`config.mk`:
```
export PLATFORM = sky130hd
export DESIGN_NAME = ts_packet_arbiter
export DESIGN_NICKNAME = d
export VERILOG_FILES = /design/src/rtl/ts_packet_arbiter.sv
export SDC_FILE = /design/constraint.sdc
export NUM_CORES = 1
export LEC_CHECK = 0
export CAP_MARGIN = 20
export CORE_ASPECT_RATIO = 0.7
export CORE_UTILIZATION = 35
export DETAILED_ROUTE_END_ITERATION = 7
export PLACE_DENSITY = 0.66
export SLEW_MARGIN = 10
export SYNTH_ARGS = -nofsm -noshare
export SYNTH_HDL_FRONTEND = slang
export SYNTH_SLANG_ARGS = --single-unit
```
`constraint.sdc`:
```
create_clock -name SYS_CLK -period 3.71 [get_ports SYS_CLK]
set_input_delay 0.5565 -clock SYS_CLK [delete_from_list [all_inputs] [get_ports SYS_CLK]]
set_output_delay 0.5565 -clock SYS_CLK [all_outputs]
set_load 0.005 [all_outputs]
```
`src/rtl/ts_packet_arbiter.sv`:
```
// Packet-level arbiter: grants whole TS packets round-robin or by fixed priority and
// serialises them onto one registered byte stream. Define NULL_INSERT_EN to fill idle slots with null packets.
module ts_packet_arbiter #(
    parameter int N_CH    = 4,
    parameter int PKT_LEN = 188,
    parameter int CH_W    = $clog2(N_CH)
) (
    input  logic                SYS_CLK,
    input  logic                RST,
    input  logic [N_CH-1:0]     GOT_FULL_PACKET,
    input  logic [8*N_CH-1:0]   DATA_IN,
    input  logic [N_CH-1:0]     CH_EN,
    input  logic                MODE,
    input  logic                OUT_READY,
    output logic [N_CH-1:0]     GIVE_ME_ONE_PACKET,
    output logic [7:0]          DATA_OUT,
    output logic                D_VALID_OUT,
    output logic                P_SYNC_OUT,
    output logic [CH_W-1:0]     CUR_CH,
    output logic                NULL_ACTIVE,
    output logic                SYNC_ERR
);

    localparam int CNT_W = $clog2(PKT_LEN);
    localparam logic [CNT_W-1:0] LAST = CNT_W'(PKT_LEN - 1);
    localparam logic [CH_W:0]    NCH  = (CH_W + 1)'(N_CH);

    typedef enum logic [2:0] {
        S_IDLE,
        S_REQ,
        S_WAIT,
`ifdef NULL_INSERT_EN
        S_STREAM,
        S_NULL
`else
        S_STREAM
`endif
    } state_t;

    state_t           state_q, state_d;
    logic [CNT_W-1:0] cnt_q, cnt_d;
    logic [CH_W-1:0]  ptr_q, ptr_d;
    logic [CH_W-1:0]  grant_q, grant_d;
    logic [7:0]       data_q, data_d;
    logic             valid_q, valid_d;
    logic             psync_q, psync_d;
    logic [CH_W-1:0]  cur_ch_q, cur_ch_d;
    logic             serr_q, serr_d;
`ifdef NULL_INSERT_EN
    logic             null_q, null_d;
`endif

    logic [N_CH-1:0]  cand;
    logic [N_CH-1:0]  rot;
    logic [CH_W:0]    rr_sum;
    logic [CH_W-1:0]  rr_grant;
    logic [CH_W-1:0]  pr_grant;
    logic [CH_W-1:0]  sel;
    logic [CH_W:0]    sel_inc;
    logic [CH_W-1:0]  ptr_nxt;
    logic [7:0]       src_byte;

    function automatic logic [CH_W-1:0] first_set(input logic [N_CH-1:0] v);
        logic found;
        found     = 1'b0;
        first_set = '0;
        for (int unsigned i = 0; i < N_CH; i++) begin
            if (!found && v[i]) begin
                found     = 1'b1;
                first_set = CH_W'(i);
            end
        end
    endfunction

`ifdef NULL_INSERT_EN
    function automatic logic [7:0] null_byte(input logic [CNT_W-1:0] k);
        logic [7:0] b;
        b = 8'hFF;
        if (k == CNT_W'(0))      b = 8'h47;
        else if (k == CNT_W'(1)) b = 8'h1F;
        else if (k == CNT_W'(3)) b = 8'h10;
        return b;
    endfunction
`endif

    assign cand     = GOT_FULL_PACKET & CH_EN;
    assign src_byte = DATA_IN[8*grant_q +: 8];

    // Round-robin: rotate candidates so ptr lands at bit 0, take the lowest set bit, undo the rotation.
    always_comb begin
        rot      = N_CH'({cand, cand} >> ptr_q);
        rr_sum   = {1'b0, ptr_q} + {1'b0, first_set(rot)};
        rr_grant = CH_W'((rr_sum >= NCH) ? rr_sum - NCH : rr_sum);
        pr_grant = first_set(cand);
        sel      = MODE ? pr_grant : rr_grant;
        sel_inc  = {1'b0, sel} + 1'b1;
        ptr_nxt  = CH_W'((sel_inc == NCH) ? '0 : sel_inc);
    end

    always_comb begin
        GIVE_ME_ONE_PACKET = '0;
        if (state_q == S_REQ) GIVE_ME_ONE_PACKET[grant_q] = 1'b1;
    end

    // The output register is loaded one cycle ahead of the byte it shows; cnt is the index on DATA_OUT.
    always_comb begin
        state_d  = state_q;
        cnt_d    = cnt_q;
        ptr_d    = ptr_q;
        grant_d  = grant_q;
        data_d   = data_q;
        valid_d  = 1'b0;
        psync_d  = 1'b0;
        cur_ch_d = cur_ch_q;
        serr_d   = 1'b0;
`ifdef NULL_INSERT_EN
        null_d   = 1'b0;
`endif
        case (state_q)
            S_IDLE: begin
                if (OUT_READY && (cand != '0)) begin
                    state_d = S_REQ;
                    grant_d = sel;
                    if (!MODE) ptr_d = ptr_nxt;
                end
`ifdef NULL_INSERT_EN
                else if (OUT_READY) begin
                    state_d  = S_NULL;
                    data_d   = null_byte('0);
                    valid_d  = 1'b1;
                    psync_d  = 1'b1;
                    cur_ch_d = '0;
                    null_d   = 1'b1;
                end
`endif
            end
            S_REQ: state_d = S_WAIT;
            S_WAIT: begin
                state_d  = S_STREAM;
                data_d   = src_byte;
                valid_d  = 1'b1;
                psync_d  = 1'b1;
                cur_ch_d = grant_q;
                serr_d   = (src_byte != 8'h47);
            end
            S_STREAM: begin
                if (cnt_q == LAST) begin
                    state_d = S_IDLE;
                    cnt_d   = '0;
                end else begin
                    cnt_d    = cnt_q + 1'b1;
                    data_d   = src_byte;
                    valid_d  = 1'b1;
                    cur_ch_d = grant_q;
                end
            end
`ifdef NULL_INSERT_EN
            S_NULL: begin
                if (cnt_q == LAST) begin
                    state_d = S_IDLE;
                    cnt_d   = '0;
                end else begin
                    cnt_d    = cnt_q + 1'b1;
                    data_d   = null_byte(cnt_q + 1'b1);
                    valid_d  = 1'b1;
                    cur_ch_d = '0;
                    null_d   = 1'b1;
                end
            end
`endif
            default: state_d = S_IDLE;
        endcase
    end

    always_ff @(posedge SYS_CLK) begin
        if (RST) begin
            state_q  <= S_IDLE;
            cnt_q    <= '0;
            ptr_q    <= '0;
            grant_q  <= '0;
            data_q   <= '0;
            valid_q  <= 1'b0;
            psync_q  <= 1'b0;
            cur_ch_q <= '0;
            serr_q   <= 1'b0;
`ifdef NULL_INSERT_EN
            null_q   <= 1'b0;
`endif
        end else begin
            state_q  <= state_d;
            cnt_q    <= cnt_d;
            ptr_q    <= ptr_d;
            grant_q  <= grant_d;
            data_q   <= data_d;
            valid_q  <= valid_d;
            psync_q  <= psync_d;
            cur_ch_q <= cur_ch_d;
            serr_q   <= serr_d;
`ifdef NULL_INSERT_EN
            null_q   <= null_d;
`endif
        end
    end

    assign DATA_OUT    = data_q;
    assign D_VALID_OUT = valid_q;
    assign P_SYNC_OUT  = psync_q;
    assign CUR_CH      = cur_ch_q;
    assign SYNC_ERR    = serr_q;
`ifdef NULL_INSERT_EN
    assign NULL_ACTIVE = null_q;
`else
    assign NULL_ACTIVE = 1'b0;
`endif

endmodule

```
# --- Word-level counts from Yosys, hierarchy flattened ---
# Cells that the tools add are included.
word_totals:
  regBits: 28
  latchBits: 0
  ramBits: 0
  mem_bits_ro: 0
  output_inout_bits: 18
  wordCells: 81
  n_memories: 0
op_classes:
  add_sub_neg: 4
  n_mul: 0
  n_div: 0
  n_lt_le_gt_ge: 3
  eq_ne: 9
  n_shift: 2
  muxes: 29
  bitwise_logic: 3
  n_reduce_logical: 22
op_table:
  columns: ["cell", "n"]
  rows:
  - ["32-bit by 6-bit variable part select with 8-bit output", 1]
  - ["2-bit two-way mux", 8]
  - ["8-bit two-way mux", 2]
  - ["8-bit one-hot mux with 2 select lines", 1]
  - ["3-bit one-hot mux with 4 select lines", 1]
  - ["1-bit two-way mux", 11]
  - ["8-bit by 1-bit adder with 8-bit output, second input constant", 1]
  - ["8-bit equality test, second input constant", 1]
  - ["1-bit logical AND", 8]
  - ["8-bit by 7-bit != test with 1-bit output, second input constant", 1]
  - ["8-bit by 2-bit >> shifter with 4-bit output", 1]
  - ["3-bit by 2-bit equality test with 1-bit output, second input constant", 2]
  - ["1-bit zero test", 6]
  - ["3-bit two-way mux", 2]
  - ["2-bit != test, second input constant", 3]
  - ["2-bit AND reduction", 3]
  - ["4-bit bitwise AND", 1]
  - ["4-bit two-way mux", 1]
  - ["2-bit one-hot mux with 2 select lines", 1]
  - ["4-bit nonzero test", 1]
  - ["2-bit by 1-bit adder with 3-bit output, second input constant", 1]
  - ["2-bit by 2-bit adder with 3-bit output", 1]
  - ["3-bit by 1-bit equality test with 1-bit output, second input constant", 1]
  - ["3-bit equality test, second input constant", 1]
  - ["11 further kinds", 12]

# --- Logic depth before layout (Yosys ltp) ---
# Gate-level depths: netlist of the first run.
depth:
  word_depth: 19
  depth_mapped: 10
  ltp_nobuf: 10

# --- Worst setup path before layout of the first run ---
# No wires, ideal clock.
synth_path:
  path_type: "input-to-reg"
  from: "input GOT_FULL_PACKET[2]"
  to: "register ptr_q[1]"
  t_arrival_ps: 1979
  required_time_ps: 3594
  setup_slack_ps: 1615
  stages: 9
  n_path_buf: 0
  path_cell_list: "and2_1 > o311ai_0 > o21ai_0 > nand3_1 > ha_1 > xnor2_1 > xnor2_1 > a21oi_1 > a31o_1"
synth_via:
  elab_chain_len: 19
synth_lines:
  columns: ["item", "line", "source"]
  rows:
  - ["from (decl)", "10", "input logic [N_CH-1:0] GOT_FULL_PACKET,"]
  - ["4-bit bitwise AND *", "86", "assign cand = GOT_FULL_PACKET & CH_EN;"]
  - ["8-bit by 2-bit >> shifter with 4-bit output", "91", "rot = N_CH'({cand, cand} >> ptr_q);"]
  - ["1-bit two-way mux", "68", "if (!found && v[i]) begin"]
  - ["1-bit zero test", "68", null]
  - ["1-bit logical AND", "68", null]
  - ["1-bit two-way mux", "68", null]
  - ["1-bit zero test", "68", null]
  - ["1-bit logical AND", "68", null]
  - ["(+3 left out)", null, null]
  - ["2-bit two-way mux", "68", null]
  - ["2-bit by 2-bit adder with 3-bit output", "92", "rr_sum = {1'b0, ptr_q} + {1'b0, first_set(rot)};"]
  - ["3-bit >= comparator or 2-bit by 1-bit subtractor with 2-bit output (tied branches)", "93", "rr_grant = CH_W'((rr_sum >= NCH) ? rr_sum - NCH : rr_sum);"]
  - ["2-bit two-way mux", "93", null]
  - ["2-bit two-way mux", "95", "sel = MODE ? pr_grant : rr_grant;"]
  - ["2-bit by 1-bit adder with 3-bit output", "96", "sel_inc = {1'b0, sel} + 1'b1;"]
  - ["3-bit equality test", "97", "ptr_nxt = CH_W'((sel_inc == NCH) ? '0 : sel_inc);"]
  - ["2-bit two-way mux", "97", null]
  - ["to (signal assigned)", "192", "ptr_q <= ptr_d;"]
  - ["to (decl)", "42", "logic [CH_W-1:0] ptr_q, ptr_d;"]
# Mark *: on every way between the ends. The rest lies on a longest branch, timed or not.
# A chain may end at the register's enable or synchronous reset.

# --- Worst setup path in the final report of the first run ---
layout_path:
  from: "input GOT_FULL_PACKET[3]"
  to: "register ptr_q[1]"
# Same word-level chain as after synthesis.

==> summary by stage, run 1 <==
Placement
At the end of routability-driven placement, the weighted congestion stood at ~0.94. Buffers placed on the I/O ports in this run total 60. After legalization and detailed placement, the total HPWL measured between 2000 and 3000 µm. The post-placement setup slack is slightly above 0.9 ns. The total placed instance area is roughly 0.0022 mm².

STA
On the final layout, the worst hold slack is 0.503 ns. Setup repair after global routing left no endpoint under its margin. Setup violations remaining at the end of the flow were counted as 0. The post-route clock period utilization is around two thirds. The time the worst path needs with I/O delays and setup is 2.52 ns.

The transition time at the pin with the least slew margin is 0.831 ns. The highest attainable clock frequency is between 300 and 400 MHz. The max-slew violation total from the final report is 0. The largest clock skew in the final design is between 0.007 and 0.008 ns. In this run the tightest slew margin relative to its limit is ~44%. The final-layout setup total negative slack is 0 ns. The count of endpoints failing hold in the final timing report was 0. Setup slack closes at around 1.2 ns.

Clock tree
Gates resized during post-CTS repair numbered 0. Clock latency on the worst-skew pair, taken at its later pin, is approximately 0.27 ns. The library cell used as clock root buffer is sky130_fd_sc_hd__clkbuf_8. The number of setup buffers added after CTS is 0.

In this run the number of H-tree levels came out at 1. The clock transition time at the flip-flop clock pins of the worst setup and hold paths is ~0.08 ns. Counting along the longest clock path gives a buffer depth of 2.

The clock drives 27 sinks. The TritonCTS clock tree is built. The number of buffers added to fix hold violations after cts is 0. TritonCTS created 3 clock buffers.

Synthesis
Synthesis inferred 27 register bits. The cell area that synthesis handed to floorplanning was around 0.0016 mm². Counting every instance in the synthesized netlist gives ~170. The sequential share of the synthesized area is between 30% and 40%.

In this run the mean area of a mapped cell was around 9.4 µm². After synthesis, the share of flip-flops with an asynchronous set or reset is 0%. The most instantiated flip-flop cell in the synthesis netlist is sky130_fd_sc_hd__dfxtp_1. The post-synth net total is approximately 220. Yosys mapped a number of flops with a built-in enable equal to 0. The count of cell types in the netlist is 40. The number of warning messages in the yosys log is 0.

Die
In this run the count of I/O pins placed on the die edge is 62. The initialized floorplan defines 20 standard-cell rows. The chip width is between 80 and 90 µm. The die covers 0.00490 mm². The standard cell core area is between 0.004 and 0.005 mm².

The floorplan die height is 58.9 µm. The starting utilization of the core area is between 30% and 40%.

Setup path
In this run the worst path has a maximum fanout of 6. At the worst endpoint, the required time is 3.88 ns. For the worst setup path, the data arrival time is roughly 2.7 ns. The largest incremental delay on the critical path is 0.51 ns. The critical path class is input port to register.

The type of element capturing the critical path is a register. Walking the worst path, the cells encountered are clkdlybuf4s50_1, nand2_1, o311ai_0, o21ai_0, nand3_1, ha_1, xnor2_1, xnor2_1, a21oi_1, a31o_1. The worst reg2reg path startpoint is ptr_q[0]. The internal reg-to-reg setup slack is about 1.7 ns. The kind of launch point of the worst setup path is an input port. Among all stages on the critical path, the largest delay is contributed by sky130_fd_sc_hd__clkdlybuf4s50_1. The endpoint identified for the worst register-to-register timing path is ptr_q[1]. The worst register-to-register path has a depth of 9. The most numerous cell type found on the critical path is sky130_fd_sc_hd__xnor2_1.

Final layout
The layout cell share with drive strength beyond 1 is under 10%. The layout-stage area growth over the synthesis result is 40.7%. After routing the design area is roughly 0.0023 mm². The number of nets in the final layout is between 200 and 300. The total inserted antenna cells is 0.

Status
The run finished with clean final reports.

Global route
The number of antenna violations at the first check in global routing came to 0. The sum of overflow across all layers after global routing is 0. The combined global-route utilization of all metal layers is approximately 15%. The first global-routing pass estimated 5930 µm of wire. The pin count of the biggest net entering global routing is 24. The via count of the first global-routing pass is between 1000 and 1500.

Routing
In the routed layout, each cell is associated on average with a via count of 5.19. The number of violations reported at the end of detailed-routing iteration 0 is 115. The via count is roughly 1500. The number of DRC violations after detailed routing is 0. For this run, the detailed router's first-pass iteration total came to 4.

The wire length reported by the detailed router is roughly 3800 µm. After detailed routing, the average wire length per cell comes to ~13 µm. The number of antenna-violating nets in the routed design is 0.

Min path
The kind of path behind the tightest hold check is register to register. The launch instance of the worst min-delay path is DATA_OUT[3]. The worst hold path passes through 2 cells. The endpoint with the worst hold slack is DATA_OUT[3].

Pwr
The worst ir drop on vdd is 0.208 mV. Power spread over the standard cell area amounts to 321 mW/mm². The leakage power total is 0.000817 µW.

Run
The max-cap check violation count is 0.
## routing by layer
layer | vias up | wire [µm] | global-route usage [%] | part of all wire [%]
li1 | 728 | - | - | -
met1 | 685 | 1870 | 20.7 | 50
met2 | 48 | 1580 | 24.9 | 42
met3 | 2 | 293 | 3.93 | 7.8
met4 | 0 | 10 | 1.48 | 0.27
met5 | - | 0 | 0 | 0
## cells by family (layout without fill, tap and decap cells)
logic type	after synthesis	in the layout	share of synthesized area [%]
DFF	27	27	33.4
and+or+nand+nor	66	66	20.1
buffers and inverters	11	66	3.94
muxes	20	20	18.6
adders and majority gates	6	6	4.64
other	1	1	0.232
AOI/OAI and AO/OA	31	31	13.7
xor gates and xnor gates	10	10	5.41
## state kept, by name, summed over array words and instances, names as in the netlist
name,flops
grant_q,2
state_q,2
cnt_q,8
DATA_OUT,8
P_SYNC_OUT,1
CUR_CH,2
ptr_q,2
D_VALID_OUT,1
SYNC_ERR,1
## through the flow
step	total power, µW	instances	utilization (%)
floorplan	477	172	-
global placement	571	278	50.9
detailed placement	573	278	50.9
CTS	739	282	52.0
global route	769	282	52.0
finish	731	282	52.0
## cells in the mapped netlist (2+ instances only)
cell type / count / area share [%]
sky130_fd_sc_hd__nand2_1: 12 / 2.8
sky130_fd_sc_hd__a32oi_1: 2 / 1.1
sky130_fd_sc_hd__nand3_1: 5 / 1.5
sky130_fd_sc_hd__nor2_1: 28 / 6.5
sky130_fd_sc_hd__a211oi_1: 2 / 0.93
sky130_fd_sc_hd__nor2b_1: 2 / 0.77
sky130_fd_sc_hd__a21oi_1: 7 / 2.2
sky130_fd_sc_hd__nor4bb_1: 2 / 1.2
sky130_fd_sc_hd__a22o_1: 4 / 2.2
sky130_fd_sc_hd__nand4_1: 4 / 1.5
sky130_fd_sc_hd__buf_2: 3 / 0.93
sky130_fd_sc_hd__mux4_2: 8 / 11
sky130_fd_sc_hd__ha_1: 6 / 4.6
sky130_fd_sc_hd__mux2i_1: 12 / 7.4
sky130_fd_sc_hd__o21ai_0: 6 / 1.9
sky130_fd_sc_hd__buf_6: 2 / 1.4
sky130_fd_sc_hd__and3_1: 3 / 1.2
sky130_fd_sc_hd__nand2b_1: 5 / 1.9
sky130_fd_sc_hd__dfxtp_1: 27 / 33
sky130_fd_sc_hd__xnor2_1: 6 / 3.2
sky130_fd_sc_hd__xor2_1: 4 / 2.2
sky130_fd_sc_hd__clkbuf_1: 3 / 0.70
sky130_fd_sc_hd__inv_1: 2 / 0.46
## cell type report
type,count,area [µm²]
Fill cell,409,2100
Multi-Input combinational cell,134,1010
Timing Repair Buffer,60,601
Sequential cell,27,541
Tap cell,55,68.8
Clock buffer,4,45.0
Inverter,2,7.51
## cells in the final DEF, fill, tap and decap left out, types with 2 or more instances in the layout
cell / n
sky130_fd_sc_hd__a211oi_1: 2
sky130_fd_sc_hd__inv_1: 2
sky130_fd_sc_hd__a21oi_1: 7
sky130_fd_sc_hd__nand2b_1: 5
sky130_fd_sc_hd__mux2i_1: 12
sky130_fd_sc_hd__nand3_1: 5
sky130_fd_sc_hd__clkdlybuf4s50_1: 60
sky130_fd_sc_hd__xnor2_1: 6
sky130_fd_sc_hd__ha_1: 6
sky130_fd_sc_hd__mux4_2: 8
sky130_fd_sc_hd__a32oi_1: 2
sky130_fd_sc_hd__and3_1: 3
sky130_fd_sc_hd__dfxtp_1: 27
sky130_fd_sc_hd__nand2_1: 12
sky130_fd_sc_hd__xor2_1: 4
sky130_fd_sc_hd__nor2b_1: 2
sky130_fd_sc_hd__a22o_1: 4
sky130_fd_sc_hd__nor2_1: 28
sky130_fd_sc_hd__nor4bb_1: 2
sky130_fd_sc_hd__clkbuf_8: 3
sky130_fd_sc_hd__o21ai_0: 6
sky130_fd_sc_hd__nand4_1: 4
## worst max-delay path: cells and delay by family
family | cells | cell delay, ns
adders and majority gates | 1 | 0.26
buffers and inverters | 1 | 0.51
xor gates and xnor gates | 2 | 0.34
AOI/OAI and AO/OA | 4 | 0.77
and+or+nand+nor | 2 | 0.26
## how the worst max path moves through the flow
stage	start	end	slack (ns)	cells past startpoint
floorplan	GOT_FULL_PACKET[2]	ptr_q[1]	1.62	9
finish	GOT_FULL_PACKET[3]	ptr_q[1]	1.19	10
detailed placement	GOT_FULL_PACKET[3]	ptr_q[1]	0.92	10
CTS	GOT_FULL_PACKET[3]	ptr_q[1]	1.20	10
global placement	GOT_FULL_PACKET[3]	ptr_q[1]	0.98	10
global route	GOT_FULL_PACKET[3]	ptr_q[1]	1.02	10
## power by group
| part | switching [µW] | leakage, µW | internal, µW |
|---|---|---|---|
| sequential | 25.6 | 0.000219 | 308 |
| clock | 88.3 | 0.0000228 | 76.9 |
| combinational | 91.8 | 0.000575 | 140 |
No activity file was read; power rests on OpenSTA's default activity.
==> run 2: changes to the inputs <==
==> constraint.sdc (replaced) <==
create_clock -name SYS_CLK -period 2.35 [get_ports SYS_CLK]
set_input_delay 0.3525 -clock SYS_CLK [delete_from_list [all_inputs] [get_ports SYS_CLK]]
set_output_delay 0.3525 -clock SYS_CLK [all_outputs]
set_load 0.005 [all_outputs]
==> run 2 against run 1 <==
- global-route usage is 1.0 points higher
- register-to-register slack lost 1.4 ns
- clock skew is 0.0053 ns lower
- combinational power up 70%
- critical path depth did not move
- non-clock buffer count is 15 higher
- die area unchanged
- count of clock-buffer cells in the layout unchanged
- worst hold slack worse by 0.0026 ns
- sequential cell count did not move
- setup slack worse by 1.0 ns
- power up 60%
- critical endpoint unchanged
- largest cell class unchanged
- highest routed layer unchanged
==> summary by stage, run 2 (same netlist as run 1, synthesis figures left out) <==
Global route
The pin count of the biggest net entering global routing is 15. The sum of overflow across all layers after global routing is 0. Across every metal layer, demand over resource in global routing totals between 15 and 20%.

The via count of the first global-routing pass is about 1300. The first global-routing pass estimated roughly 6300 µm of wire. The number of antenna violations at the first check in global routing is 0.

Setup path
The worst reg2reg path startpoint is ptr_q[0]. The worst register-to-register path has a depth of 9. The sum of buffers and inverters on the critical path is 1. STA classifies the critical path startpoint as an input port.

The signal on the critical path passes through clkdlybuf4s50_1, nand2_1, o311ai_0, o21ai_0, nand3_1, ha_1, xnor2_1, xnor2_1, a21oi_1, a31o_1. In this run the worst setup path begins at GOT_FULL_PACKET[3]. The cell family contributing the most delay on the critical path is compound AO/OA/AOI/OAI gates. The most critical setup path has its endpoint at ptr_q[1]. The internal reg-to-reg setup slack is slightly above 0.3 ns.

Counting buffers and inverters, the worst setup path is 10 cells deep. In this run the worst path has a maximum fanout of 3. The worst setup path is of the input port to register kind.

The slowest cell on the critical path is sky130_fd_sc_hd__clkdlybuf4s50_1. The type of element capturing the critical path is a register. The required time at the worst-slack endpoint is 2.52 ns. The largest incremental delay on the critical path is 0.47 ns. The dominant cell type by count on the critical path is sky130_fd_sc_hd__xnor2_1.

The worst path arrival time is about 2.4 ns. The endpoint of the worst register-to-register path is ptr_q[1].

Die
The starting utilization of the core area is a little under two fifths. The floorplan die height is 58.9 µm. The die covers ~0.0049 mm². The core region is between 0.004 and 0.005 mm². The chip width is approximately 83 µm.

For this design the top-level I/O count stands at 62. The initialized floorplan defines 20 standard-cell rows.

Status
The run finished with clean final reports.

Clock tree
After clock tree synthesis, the setup repair step added 0 buffers. In this run the number of H-tree levels came out at 1. The TritonCTS buffer count is 3. The number of buffers added to fix hold violations after cts is 0.

TritonCTS built the clock tree. The library cell used as clock root buffer is sky130_fd_sc_hd__clkbuf_8. After clock tree synthesis, the repair step resized 0 gates. For the worst-skew pair, the clock arrives at the later sink with an insertion delay of about 0.26 ns. The clock transition time at the flip-flop clock pins of the worst setup and hold paths is approximately 0.090 ns. The clock drives 27 sinks. In this run the deepest clock path goes through 2 buffers.

STA
The transition time at the pin with the least slew margin is around 0.59 ns. Dividing the final minimum period by the clock period gives ~93%. The count of endpoints failing hold in the final timing report is 0. After layout, the minimum clock period comes to about 2.2 ns. The highest attainable clock frequency is roughly 460 MHz. The max-slew violation total from the final report is 0. Between clock sinks in the finished design, the worst skew comes to about 0.0018 ns. Final hold analysis gives a worst-case slack of roughly 0.5 ns.

The worst slew margin relative to its limit is about three fifths. Setup repair after global routing left no endpoint under its margin. The number of setup violations in the final report is 0.

Placement
The total placed instance area is approximately 0.0023 mm². The number of input and output port buffers inserted is 60. Once detailed placement completed, the half-perimeter wirelength came to around 3100 µm. The routability congestion estimate is ~0.82.

Routing
The number of detailed-route iterations in the first pass is 4. In the routed layout, each cell is associated on average with a via count of approximately 5. Summed over all layers, the routed wires come to ~3800 µm.

The number of DRC violations after detailed routing is 0. The total length of routed met2 wires is between 1500 and 2000 µm. After detailed routing, the average wire length per cell comes to roughly 13 µm. In the final routing, the length of wire on met1 measures 1940 µm. The routed wire length on met3 is 259 µm. The number of violations reported at the end of detailed-routing iteration 0 is 56. After detailed routing, no signal wire sits above met4. The detail route stage leaves a number of antenna-violating nets equal to 0. The detailed router placed 1485 vias in this run.

Final layout
The layout cell share with drive strength beyond 1 is a little under an eighth. After routing the design area is approximately 0.0024 mm². The total inserted antenna cells is 0. Leaving out fill and tap cells, the most frequent cells in the layout are sky130_fd_sc_hd__clkdlybuf4s50_1, sky130_fd_sc_hd__nor2_1, sky130_fd_sc_hd__dfxtp_1.

The library cell used most frequently in the layout, excluding fill and tap cells, is sky130_fd_sc_hd__clkdlybuf4s50_1. The number of nets in the final layout is between 200 and 300. The area growth from synthesis to layout is 47.6%.

Min path
The kind of path behind the tightest hold check is register to register.

Pwr
The design draws 1170 µW. Dividing total power by cell area gives a power density of about 490 mW/mm². VDD sags by at most ~0.33 mV.

For this design the static power due to leakage is ~0.00089 µW.

Run
The max-cap check violation count is 0.
-- run 2: cell types whose count changed in the layout (fill, tap and decap cells not counted), sizes merged --
cell / previous run / this run
buf: 0 / 15
-- run 2: how the worst min path moves through the flow --
stage / depth (start not counted) / slack (ns) / endpoint / from
4_1_cts: 2 / 0.51 / DATA_OUT[3] / DATA_OUT[3]
5_1_grt: 2 / 0.55 / DATA_OUT[6] / DATA_OUT[6]
3_5_place_dp: 2 / 0.48 / DATA_OUT[3] / DATA_OUT[3]
2_1_floorplan: 1 / 0.43 / P_SYNC_OUT / RST
6_report: 2 / 0.50 / DATA_OUT[5] / DATA_OUT[5]
3_3_place_gp: 2 / 0.48 / DATA_OUT[7] / DATA_OUT[7]
-- run 2: stage by stage --
| step | cells | worst slack (ns) | util (%) | setup TNS (ns) |
|---|---|---|---|---|
| 2_1_floorplan | 172 | 0.459 | - | 0 |
| 3_3_place_gp | 293 | -0.0820 | 53.5 | -0.0820 |
| 3_5_place_dp | 293 | -0.0995 | 53.5 | -0.0995 |
| 4_1_cts | 297 | 0.185 | 54.5 | 0 |
| 5_1_grt | 297 | 0.0242 | 54.5 | 0 |
| 6_report | 297 | 0.170 | 54.5 | 0 |
-- run 2: worst register-to-register path, cell delays in order, from the launching register on --
cell	delay [ns]
sky130_fd_sc_hd__dfxtp_1	0.57
sky130_fd_sc_hd__nand4_1	0.13
sky130_fd_sc_hd__o311ai_0	0.13
sky130_fd_sc_hd__o21ai_0	0.14
sky130_fd_sc_hd__nand3_1	0.10
sky130_fd_sc_hd__ha_1	0.25
sky130_fd_sc_hd__xnor2_1	0.17
sky130_fd_sc_hd__xnor2_1	0.16
sky130_fd_sc_hd__a21oi_1	0.10
sky130_fd_sc_hd__a31o_1	0.19
-- run 2: layout make-up --
class / count / area, µm²
clock buffers: 4 / 45.0
fillers: 394 / 1990
inverters: 2 / 7.51
multi-input cells: 134 / 1010
flip-flops and latches: 27 / 541
well taps: 55 / 68.8
repair buffers: 75 / 713
-- run 2: routing by layer --
layer / up-vias / global-route usage (%)
li1: 765 / -
met1: 682 / 23.3
met2: 36 / 24.1
met3: 2 / 4.77
met4: 0 / 2.22
met5: - / 0
-- run 2: power breakdown --
part / internal [µW] / switching [µW]
registers: 487 / 38.2
clock network: 121 / 133
logic: 242 / 151
